### src/rtl/text_ram_arbiter_if.sv
// Requester-side bus of the text RAM arbiter: display scan reads, parser
// read/write accesses and the bulk-fill command, grouped into one interface.
interface text_ram_arbiter_if #(
    parameter int ADDR_W = 12,
    parameter int DATA_W = 32
);
    logic              disp_req;
    logic [ADDR_W-1:0] disp_addr;
    logic              disp_gnt;
    logic              disp_rvalid;

    logic              prs_req;
    logic              prs_we;
    logic [ADDR_W-1:0] prs_addr;
    logic [DATA_W-1:0] prs_wdata;
    logic              prs_gnt;
    logic              prs_rvalid;

    logic [DATA_W-1:0] rdata;

    logic              fill_start;
    logic [ADDR_W-1:0] fill_base;
    logic [ADDR_W:0]   fill_count;
    logic [DATA_W-1:0] fill_data;
    logic              fill_busy;
    logic              fill_done;

    modport master (
        output disp_req, disp_addr,
        output prs_req, prs_we, prs_addr, prs_wdata,
        output fill_start, fill_base, fill_count, fill_data,
        input  disp_gnt, disp_rvalid, prs_gnt, prs_rvalid, rdata,
        input  fill_busy, fill_done
    );

    modport slave (
        input  disp_req, disp_addr,
        input  prs_req, prs_we, prs_addr, prs_wdata,
        input  fill_start, fill_base, fill_count, fill_data,
        output disp_gnt, disp_rvalid, prs_gnt, prs_rvalid, rdata,
        output fill_busy, fill_done
    );
endinterface

### src/rtl/text_ram_arbiter.sv
// Text RAM arbiter: shares one single-port text-cell RAM (read latency 1)
// between the display scan-out, a bulk-fill engine and the text parser.
// Base priority display > fill > parser; grants are combinational.
// Optional macro TEXT_RAM_ARB_FAIRNESS_EN: after STARVE_LIMIT consecutive
// display grants with fill/parser waiting, one slot is handed to fill (first)
// or the parser. Without it, arbitration is strict priority.
module text_ram_arbiter #(
    parameter int ADDR_W       = 12,
    parameter int DATA_W       = 32,
    parameter int STARVE_LIMIT = 4
) (
    input  logic                clk,
    input  logic                rst,
    text_ram_arbiter_if.slave   bus,
    output logic                ram_en_o,
    output logic                ram_we_o,
    output logic [ADDR_W-1:0]   ram_addr_o,
    output logic [DATA_W-1:0]   ram_wdata_o,
    input  logic [DATA_W-1:0]   ram_rdata_i
);

    typedef enum logic {IDLE, FILL} state_t;

    state_t            state_q, state_d;
    logic [ADDR_W-1:0] faddr_q, faddr_d;
    logic [ADDR_W:0]   fcnt_q, fcnt_d;
    logic [DATA_W-1:0] fdata_q, fdata_d;
    logic              done_q, done_d;
    logic              disp_rv_q, prs_rv_q;

    logic fill_pend, prs_pend, force_alt;
    logic disp_gnt, fill_gnt, prs_gnt;

`ifdef TEXT_RAM_ARB_FAIRNESS_EN
    localparam int SW = $clog2(STARVE_LIMIT + 1);
    logic [SW-1:0] starve_q, starve_d;

    // Count display grants taken while someone else is waiting; clear otherwise
    always_comb begin
        starve_d = '0;
        if (disp_gnt && (fill_pend || prs_pend))
            starve_d = starve_q + SW'(1);
    end

    // Starvation counter register
    always_ff @(posedge clk) begin
        if (rst) starve_q <= '0;
        else     starve_q <= starve_d;
    end

    assign force_alt = (starve_q >= SW'(STARVE_LIMIT));
`else
    assign force_alt = 1'b0;
`endif

    // Arbitration: parser is fenced off during a fill and in the fill_start cycle
    always_comb begin
        fill_pend = (state_q == FILL);
        prs_pend  = bus.prs_req && (state_q == IDLE) && !bus.fill_start;
        disp_gnt  = 1'b0;
        fill_gnt  = 1'b0;
        prs_gnt   = 1'b0;
        if (!rst) begin
            if (force_alt && fill_pend)      fill_gnt = 1'b1;
            else if (force_alt && prs_pend)  prs_gnt  = 1'b1;
            else if (bus.disp_req)           disp_gnt = 1'b1;
            else if (fill_pend)              fill_gnt = 1'b1;
            else if (prs_pend)               prs_gnt  = 1'b1;
        end
    end

    // Fill FSM state register and completion pulse
    always_ff @(posedge clk) begin
        if (rst) begin
            state_q <= IDLE;
            done_q  <= 1'b0;
        end else begin
            state_q <= state_d;
            done_q  <= done_d;
        end
    end

    // Fill engine address/count/data registers (qualified by state, no reset)
    always_ff @(posedge clk) begin
        faddr_q <= faddr_d;
        fcnt_q  <= fcnt_d;
        fdata_q <= fdata_d;
    end

    // Fill FSM next state: latch command in IDLE, step one cell per fill grant
    always_comb begin
        state_d = state_q;
        faddr_d = faddr_q;
        fcnt_d  = fcnt_q;
        fdata_d = fdata_q;
        done_d  = 1'b0;
        case (state_q)
            IDLE: begin
                if (bus.fill_start) begin
                    faddr_d = bus.fill_base;
                    fcnt_d  = bus.fill_count;
                    fdata_d = bus.fill_data;
                    if (bus.fill_count == '0) done_d  = 1'b1;
                    else                      state_d = FILL;
                end
            end
            FILL: begin
                if (fill_gnt) begin
                    faddr_d = faddr_q + ADDR_W'(1);
                    fcnt_d  = fcnt_q - (ADDR_W+1)'(1);
                    if (fcnt_q == (ADDR_W+1)'(1)) begin
                        state_d = IDLE;
                        done_d  = 1'b1;
                    end
                end
            end
            default: state_d = IDLE;
        endcase
    end

    // Read-valid tracking: one cycle after a read grant
    always_ff @(posedge clk) begin
        if (rst) begin
            disp_rv_q <= 1'b0;
            prs_rv_q  <= 1'b0;
        end else begin
            disp_rv_q <= disp_gnt;
            prs_rv_q  <= prs_gnt && !bus.prs_we;
        end
    end

    // Outputs: grants, status, and the RAM port muxed from the winner
    always_comb begin
        bus.disp_gnt    = disp_gnt;
        bus.prs_gnt     = prs_gnt;
        bus.disp_rvalid = disp_rv_q;
        bus.prs_rvalid  = prs_rv_q;
        bus.rdata       = (disp_rv_q || prs_rv_q) ? ram_rdata_i : '0;
        bus.fill_busy   = (state_q == FILL);
        bus.fill_done   = done_q;
        ram_en_o        = disp_gnt || fill_gnt || prs_gnt;
        ram_we_o        = fill_gnt || (prs_gnt && bus.prs_we);
        ram_addr_o      = '0;
        ram_wdata_o     = '0;
        if (disp_gnt)      ram_addr_o = bus.disp_addr;
        else if (fill_gnt) ram_addr_o = faddr_q;
        else if (prs_gnt)  ram_addr_o = bus.prs_addr;
        if (fill_gnt)                   ram_wdata_o = fdata_q;
        else if (prs_gnt && bus.prs_we) ram_wdata_o = bus.prs_wdata;
    end

endmodule

### src/flat_wrapper.sv
// flat-port wrapper written by rule: the top's interface ports become plain ports
module text_ram_arbiter_flat 
#(
    parameter int ADDR_W       = 12,
    parameter int DATA_W       = 32,
    parameter int STARVE_LIMIT = 4
)
  (clk, rst, ram_en_o, ram_we_o, ram_addr_o, ram_wdata_o, ram_rdata_i, bus_disp_req, bus_disp_addr, bus_prs_req, bus_prs_we, bus_prs_addr, bus_prs_wdata, bus_fill_start, bus_fill_base, bus_fill_count, bus_fill_data, bus_disp_gnt, bus_disp_rvalid, bus_prs_gnt, bus_prs_rvalid, bus_rdata, bus_fill_busy, bus_fill_done);
  text_ram_arbiter_if #(.ADDR_W(ADDR_W), .DATA_W(DATA_W)) bus_i ();
  input  logic clk;
  input  logic rst;
  output logic ram_en_o;
  output logic ram_we_o;
  output logic [ADDR_W-1:0] ram_addr_o;
  output logic [DATA_W-1:0] ram_wdata_o;
  input  logic [DATA_W-1:0] ram_rdata_i;
  input wire logic [$bits(bus_i.disp_req)-1:0] bus_disp_req;
  input wire logic [$bits(bus_i.disp_addr)-1:0] bus_disp_addr;
  input wire logic [$bits(bus_i.prs_req)-1:0] bus_prs_req;
  input wire logic [$bits(bus_i.prs_we)-1:0] bus_prs_we;
  input wire logic [$bits(bus_i.prs_addr)-1:0] bus_prs_addr;
  input wire logic [$bits(bus_i.prs_wdata)-1:0] bus_prs_wdata;
  input wire logic [$bits(bus_i.fill_start)-1:0] bus_fill_start;
  input wire logic [$bits(bus_i.fill_base)-1:0] bus_fill_base;
  input wire logic [$bits(bus_i.fill_count)-1:0] bus_fill_count;
  input wire logic [$bits(bus_i.fill_data)-1:0] bus_fill_data;
  output wire logic [$bits(bus_i.disp_gnt)-1:0] bus_disp_gnt;
  output wire logic [$bits(bus_i.disp_rvalid)-1:0] bus_disp_rvalid;
  output wire logic [$bits(bus_i.prs_gnt)-1:0] bus_prs_gnt;
  output wire logic [$bits(bus_i.prs_rvalid)-1:0] bus_prs_rvalid;
  output wire logic [$bits(bus_i.rdata)-1:0] bus_rdata;
  output wire logic [$bits(bus_i.fill_busy)-1:0] bus_fill_busy;
  output wire logic [$bits(bus_i.fill_done)-1:0] bus_fill_done;
  assign bus_i.disp_req = bus_disp_req;
  assign bus_i.disp_addr = bus_disp_addr;
  assign bus_i.prs_req = bus_prs_req;
  assign bus_i.prs_we = bus_prs_we;
  assign bus_i.prs_addr = bus_prs_addr;
  assign bus_i.prs_wdata = bus_prs_wdata;
  assign bus_i.fill_start = bus_fill_start;
  assign bus_i.fill_base = bus_fill_base;
  assign bus_i.fill_count = bus_fill_count;
  assign bus_i.fill_data = bus_fill_data;
  assign bus_disp_gnt = bus_i.disp_gnt;
  assign bus_disp_rvalid = bus_i.disp_rvalid;
  assign bus_prs_gnt = bus_i.prs_gnt;
  assign bus_prs_rvalid = bus_i.prs_rvalid;
  assign bus_rdata = bus_i.rdata;
  assign bus_fill_busy = bus_i.fill_busy;
  assign bus_fill_done = bus_i.fill_done;
  text_ram_arbiter #(.ADDR_W(ADDR_W), .DATA_W(DATA_W), .STARVE_LIMIT(STARVE_LIMIT)) u_core (.clk(clk), .rst(rst), .bus(bus_i), .ram_en_o(ram_en_o), .ram_we_o(ram_we_o), .ram_addr_o(ram_addr_o), .ram_wdata_o(ram_wdata_o), .ram_rdata_i(ram_rdata_i));
endmodule
### config.mk
export PLATFORM = sky130hd
export DESIGN_NAME = text_ram_arbiter_flat
export DESIGN_NICKNAME = d
export VERILOG_FILES = /design/src/rtl/text_ram_arbiter_if.sv /design/src/rtl/text_ram_arbiter.sv /design/src/flat_wrapper.sv
export SDC_FILE = /design/constraint.sdc
export NUM_CORES = 1
export LEC_CHECK = 0
export CORE_ASPECT_RATIO = 1.2
export CORE_MARGIN = 1.5
export CORE_UTILIZATION = 32
export DETAILED_ROUTE_END_ITERATION = 10
export PLACE_DENSITY_LB_ADDON = 0.08
export SLEW_MARGIN = 25
export SYNTH_ARGS = -nofsm -noshare
export SYNTH_HDL_FRONTEND = slang
export SYNTH_SLANG_ARGS = --single-unit
### constraint.sdc
create_clock -name clk -period 2.92 [get_ports clk]
set_clock_uncertainty 0.2 [all_clocks]
set_input_delay 0.584 -clock clk [delete_from_list [all_inputs] [get_ports clk]]
set_output_delay 0.584 -clock clk [all_outputs]
set_load 0.005 [all_outputs]
==> results.md <==
- The run finished, with violations left.
- The number of maximum-capacitance constraint violations is 0.
- The die is 96.54 µm wide.
- The share of the synthesized area in the top cell type is 50.95%.
- The worst setup path is captured at a primary output.
- The cell chosen for the clock root is sky130_fd_sc_hd__clkbuf_16.
- The detailed-router iteration count before antenna repair is 4.
- The leakage power figure is 2.588 nW.
- For the worst setup path, the data arrival time is 2.17 ns.
- The critical path class is in2out.
- Setup violations remaining at the end of the flow were counted as 3.
- The checks that failed: setup timing.
- The total half-perimeter wirelength after legalization and detailed placement is 9650 µm.
- In this run the standard cell core region covers 0.01011 mm².
- The insertion delay of the later-clocked pin in the worst-skew pair is 0.33 ns.
- The congestion estimate from routability-driven global placement came to 0.8143.
- STA puts the critical path data required time at 2.14 ns.
- Fill cells in the final layout number 873.
- For this run, the share of the core covered by cells in the final layout is 63.35%.
- The count of pins over their slew limit is 0.
- The fraction of final layout cells with drive strength greater than 1 is 11.27%.
- The highest clock rate is 0.3380 GHz.
- Of all nets on the critical path, the largest fanout is 15.
- The path type of the worst min-delay path is reg2reg.
- At the pin with the least slew margin, the transition time is 0.6426 ns.
- Across every metal layer, demand over resource in global routing totals 22.08%.
- The repair_antennas step left the layout with diodes totalling 0.
- After detailed routing, the wire length on met1 is 4667 µm.
- Wires add up to 12790 µm.
- The maximum number of pins on one net before global-route repair is 48.
- The number of placement rows is 40.
- The number of warnings issued by yosys is 0.
- The number of buffers added on ports is 234.
- Dividing the detail-routed wire length by the instance count gives 18.42 µm.
- The final net count is 717.
- Detailed routing placed a total of 1103 µm of wire on met3.
- The worst-case setup slack after placement is -0.7257 ns.
- The effective utilization at floorplan is 33.23%.
- After technology mapping, the gate count stands at 312.
- Routed signal wires occupy layers up through met4.
- After synthesis, the cell types taking the most area are sky130_fd_sc_hd__edfxtp_1 (51%), sky130_fd_sc_hd__a22o_1 (8.3%), sky130_fd_sc_hd__nor2b_1 (6.3%), sky130_fd_sc_hd__nor2_1 (6.0%), sky130_fd_sc_hd__xnor2_1 (3.4%).
- The clock net in this run drives a total of 61 sinks.
- The power density relative to cell area is 424.8 mW/mm².
- Detailed routing placed a total of 6588 µm of wire on met2.
- Counting every net in the synthesized netlist gives 466.
- After detailed routing, the number of remaining DRC violations is 0.
- Leaving out fill and tap cells, the most frequent cells in the layout are sky130_fd_sc_hd__clkdlybuf4s50_1 (187), sky130_fd_sc_hd__edfxtp_1 (57), sky130_fd_sc_hd__nor2_1 (52), sky130_fd_sc_hd__nor2b_1 (33), sky130_fd_sc_hd__dlygate4sd2_1 (33).
- The netlist uses 36 different library cells.
- The sequential-to-total area share from yosys stat is 53.33%.
- The number of hold violations in the final report is 0.
- The post-CTS clock slew at the launch and capture registers of the worst setup and hold paths is 0.05 ns.
- The worst hold slack across all endpoints is 0.4425 ns.
- The top cell type by total area after synthesis is sky130_fd_sc_hd__edfxtp_1.
- The count of vias placed by the detailed router is 3463.
- The portion of the clock cycle consumed by the worst path in the final layout is 101.3%.
- The worst setup path is launched from an input port.
- The total number of H-tree levels is 3.
- The first-pass GRT wire length is 17880 µm.
- Pin placement for this block handled 235 I/O pins.
- The detailed-route vias per instance is 4.990.
- The mapped netlist covers 0.003359 mm².
- The post-synthesis to final-layout area growth is 90.65%.
- Setup repair after global routing could not meet its margin everywhere.
- The via count of the first global-routing pass is 3269.
- The clock passes through at most 2 buffers.
- A synthesized cell averages 10.77 µm².
- The clock tree from TritonCTS is done.
- After synthesis the netlist holds a flip-flop and latch count of 61.
- In this run the tightest slew margin relative to its limit is 57.06%.
- The commonest non-fill, non-tap cell in the layout is sky130_fd_sc_hd__clkdlybuf4s50_1.
- In this run, the number of DRC markers left after iteration 0 of detailed routing was 102.
- Overall power consumption after layout is estimated at 2.721 mW.
- The die is 115.2 µm tall.
- The detail route stage leaves a number of antenna-violating nets equal to 0.
- The initial antenna violation count is 0.
- The total clock buffers created by CTS is 9.
- The area enclosed by the die boundary is 0.01112 mm².
- In the post-route analysis, the smallest setup slack over all paths is -0.03851 ns.
- The worst path in the final design needs a cycle of 2.959 ns, including I/O delays and setup.
- The total congestion overflow after global routing is 0.
- The worst-case IR drop observed on VDD is 0.0002991 V.
critical path, stage by stage:
cell and delay [ns]:
sky130_fd_sc_hd__dlygate4sd2_1 0.25, sky130_fd_sc_hd__nand2b_4 0.15, sky130_fd_sc_hd__nor4_4 0.24, sky130_fd_sc_hd__buf_6 0.22
sky130_fd_sc_hd__a221oi_1 0.10, sky130_fd_sc_hd__nor2_1 0.11, sky130_fd_sc_hd__clkdlybuf4s50_1 0.52
worst paths after layout:
check                                       start              endpoint  slack [ns]  cells past startpoint
worst max register to register   u_core.fcnt_q[3]     u_core.fcnt_q[11]        0.90                      4
worst min-delay path            u_core.fcnt_q[11]  u_core.bus.fill_done        0.44                      3
worst max-delay path               bus_fill_start         ram_addr_o[9]       -0.04                      7
worst min register to register  u_core.fcnt_q[11]  u_core.bus.fill_done        0.44                      3
synthesized netlist by cell type:
library cell               count
sky130_fd_sc_hd__a21oi_1      20
sky130_fd_sc_hd__mux2i_1       2
sky130_fd_sc_hd__and4bb_1      1
sky130_fd_sc_hd__o31ai_1       2
sky130_fd_sc_hd__a21o_1        1
sky130_fd_sc_hd__edfxtp_1     57
sky130_fd_sc_hd__inv_1         8
sky130_fd_sc_hd__nor3_1        5
sky130_fd_sc_hd__nand2_1       6
sky130_fd_sc_hd__or4_1         1
sky130_fd_sc_hd__nor2b_1      34
sky130_fd_sc_hd__or3_1         1
sky130_fd_sc_hd__a31oi_1       2
sky130_fd_sc_hd__nand3_1       5
sky130_fd_sc_hd__nor4b_1       1
sky130_fd_sc_hd__nand2b_1      4
sky130_fd_sc_hd__nand4_1       4
sky130_fd_sc_hd__nor4_1        4
sky130_fd_sc_hd__xor2_1        6
sky130_fd_sc_hd__dfxtp_1       4
sky130_fd_sc_hd__a22o_1       32
sky130_fd_sc_hd__clkbuf_1     15
sky130_fd_sc_hd__nor2_1       54
sky130_fd_sc_hd__and2_1        1
sky130_fd_sc_hd__mux2_2        2
sky130_fd_sc_hd__or4_4         1
sky130_fd_sc_hd__nor4_2        2
sky130_fd_sc_hd__nor3b_2       1
sky130_fd_sc_hd__ha_1          3
sky130_fd_sc_hd__buf_2         4
sky130_fd_sc_hd__or2_2         1
sky130_fd_sc_hd__nor4_4        1
sky130_fd_sc_hd__and4_1        1
sky130_fd_sc_hd__o21ai_0       1
sky130_fd_sc_hd__xnor2_1      13
sky130_fd_sc_hd__a221oi_1     12
kinds of logic (layout without fill, tap and decap cells):
kind of cell	Yosys count	in the layout	synth area share [%]
AOI/OAI and AO/OA	70	70	15.64
xor gates and xnor gates	19	19	4.953
adders and majority gates	3	3	1.117
buffers and inverters	27	283	3.166
DFF	61	61	53.33
muxes	4	4	1.266
and+or+nand+nor	128	128	20.52
what timing repair did:
action / CTS / global route
setup buffers: 5 / 2
endpoints found under the setup margin: 67 / 19
pin swaps: 4 / 2
gates cloned: 3 / 0
hold buffers: 0 / 0
gates resized for setup: 53 / 24
stage by stage:
stage                     TNS (ns)  std cells  cell area (µm²)
after global routing       -0.4041        694             6405
after floorplan                  0        312             3359
after global placement      -19.60        668             5943
after detailed placement    -20.15        668             5943
after CTS                   -1.484        692             6337
final                     -0.09575        694             6405
where the power goes:
part	total [mW]	switching, mW	leakage [nW]	internal, mW
clock	0.976	0.380	0.128	0.596
combinational	0.618	0.233	1.88	0.385
sequential	1.13	0.0664	0.577	1.06
metal layers:
layer,vias to the layer above,global-route usage (%)
met5,-,0
met4,0,10.14
met3,28,6.415
met2,143,39.30
met1,1621,23.70
li1,1671,-
sequential cells by signal, summed over array words and instances, names as in the netlist:
| signal | count |
|---|---|
| u_core.fdata_q | 32 |
| u_core.fcnt_q | 13 |
| u_core.bus.fill_busy | 1 |
| u_core.bus.disp_rvalid | 1 |
| u_core.faddr_q | 12 |
| u_core.bus.fill_done | 1 |
| u_core.bus.prs_rvalid | 1 |
area by class of cell:
type | count | area [µm²] | area share (%)
Clock buffer | 11 | 242.7 | 3.790
Clock inverter | 5 | 36.28 | 0.5665
Sequential cell | 61 | 1793 | 27.99
Multi-Input combinational cell | 224 | 1530 | 23.89
Inverter | 8 | 30.03 | 0.4688
Tap cell | 126 | 157.7 | 2.461
Timing Repair Buffer | 259 | 2615 | 40.83
Note: power is estimated with default switching activity, not from simulation.
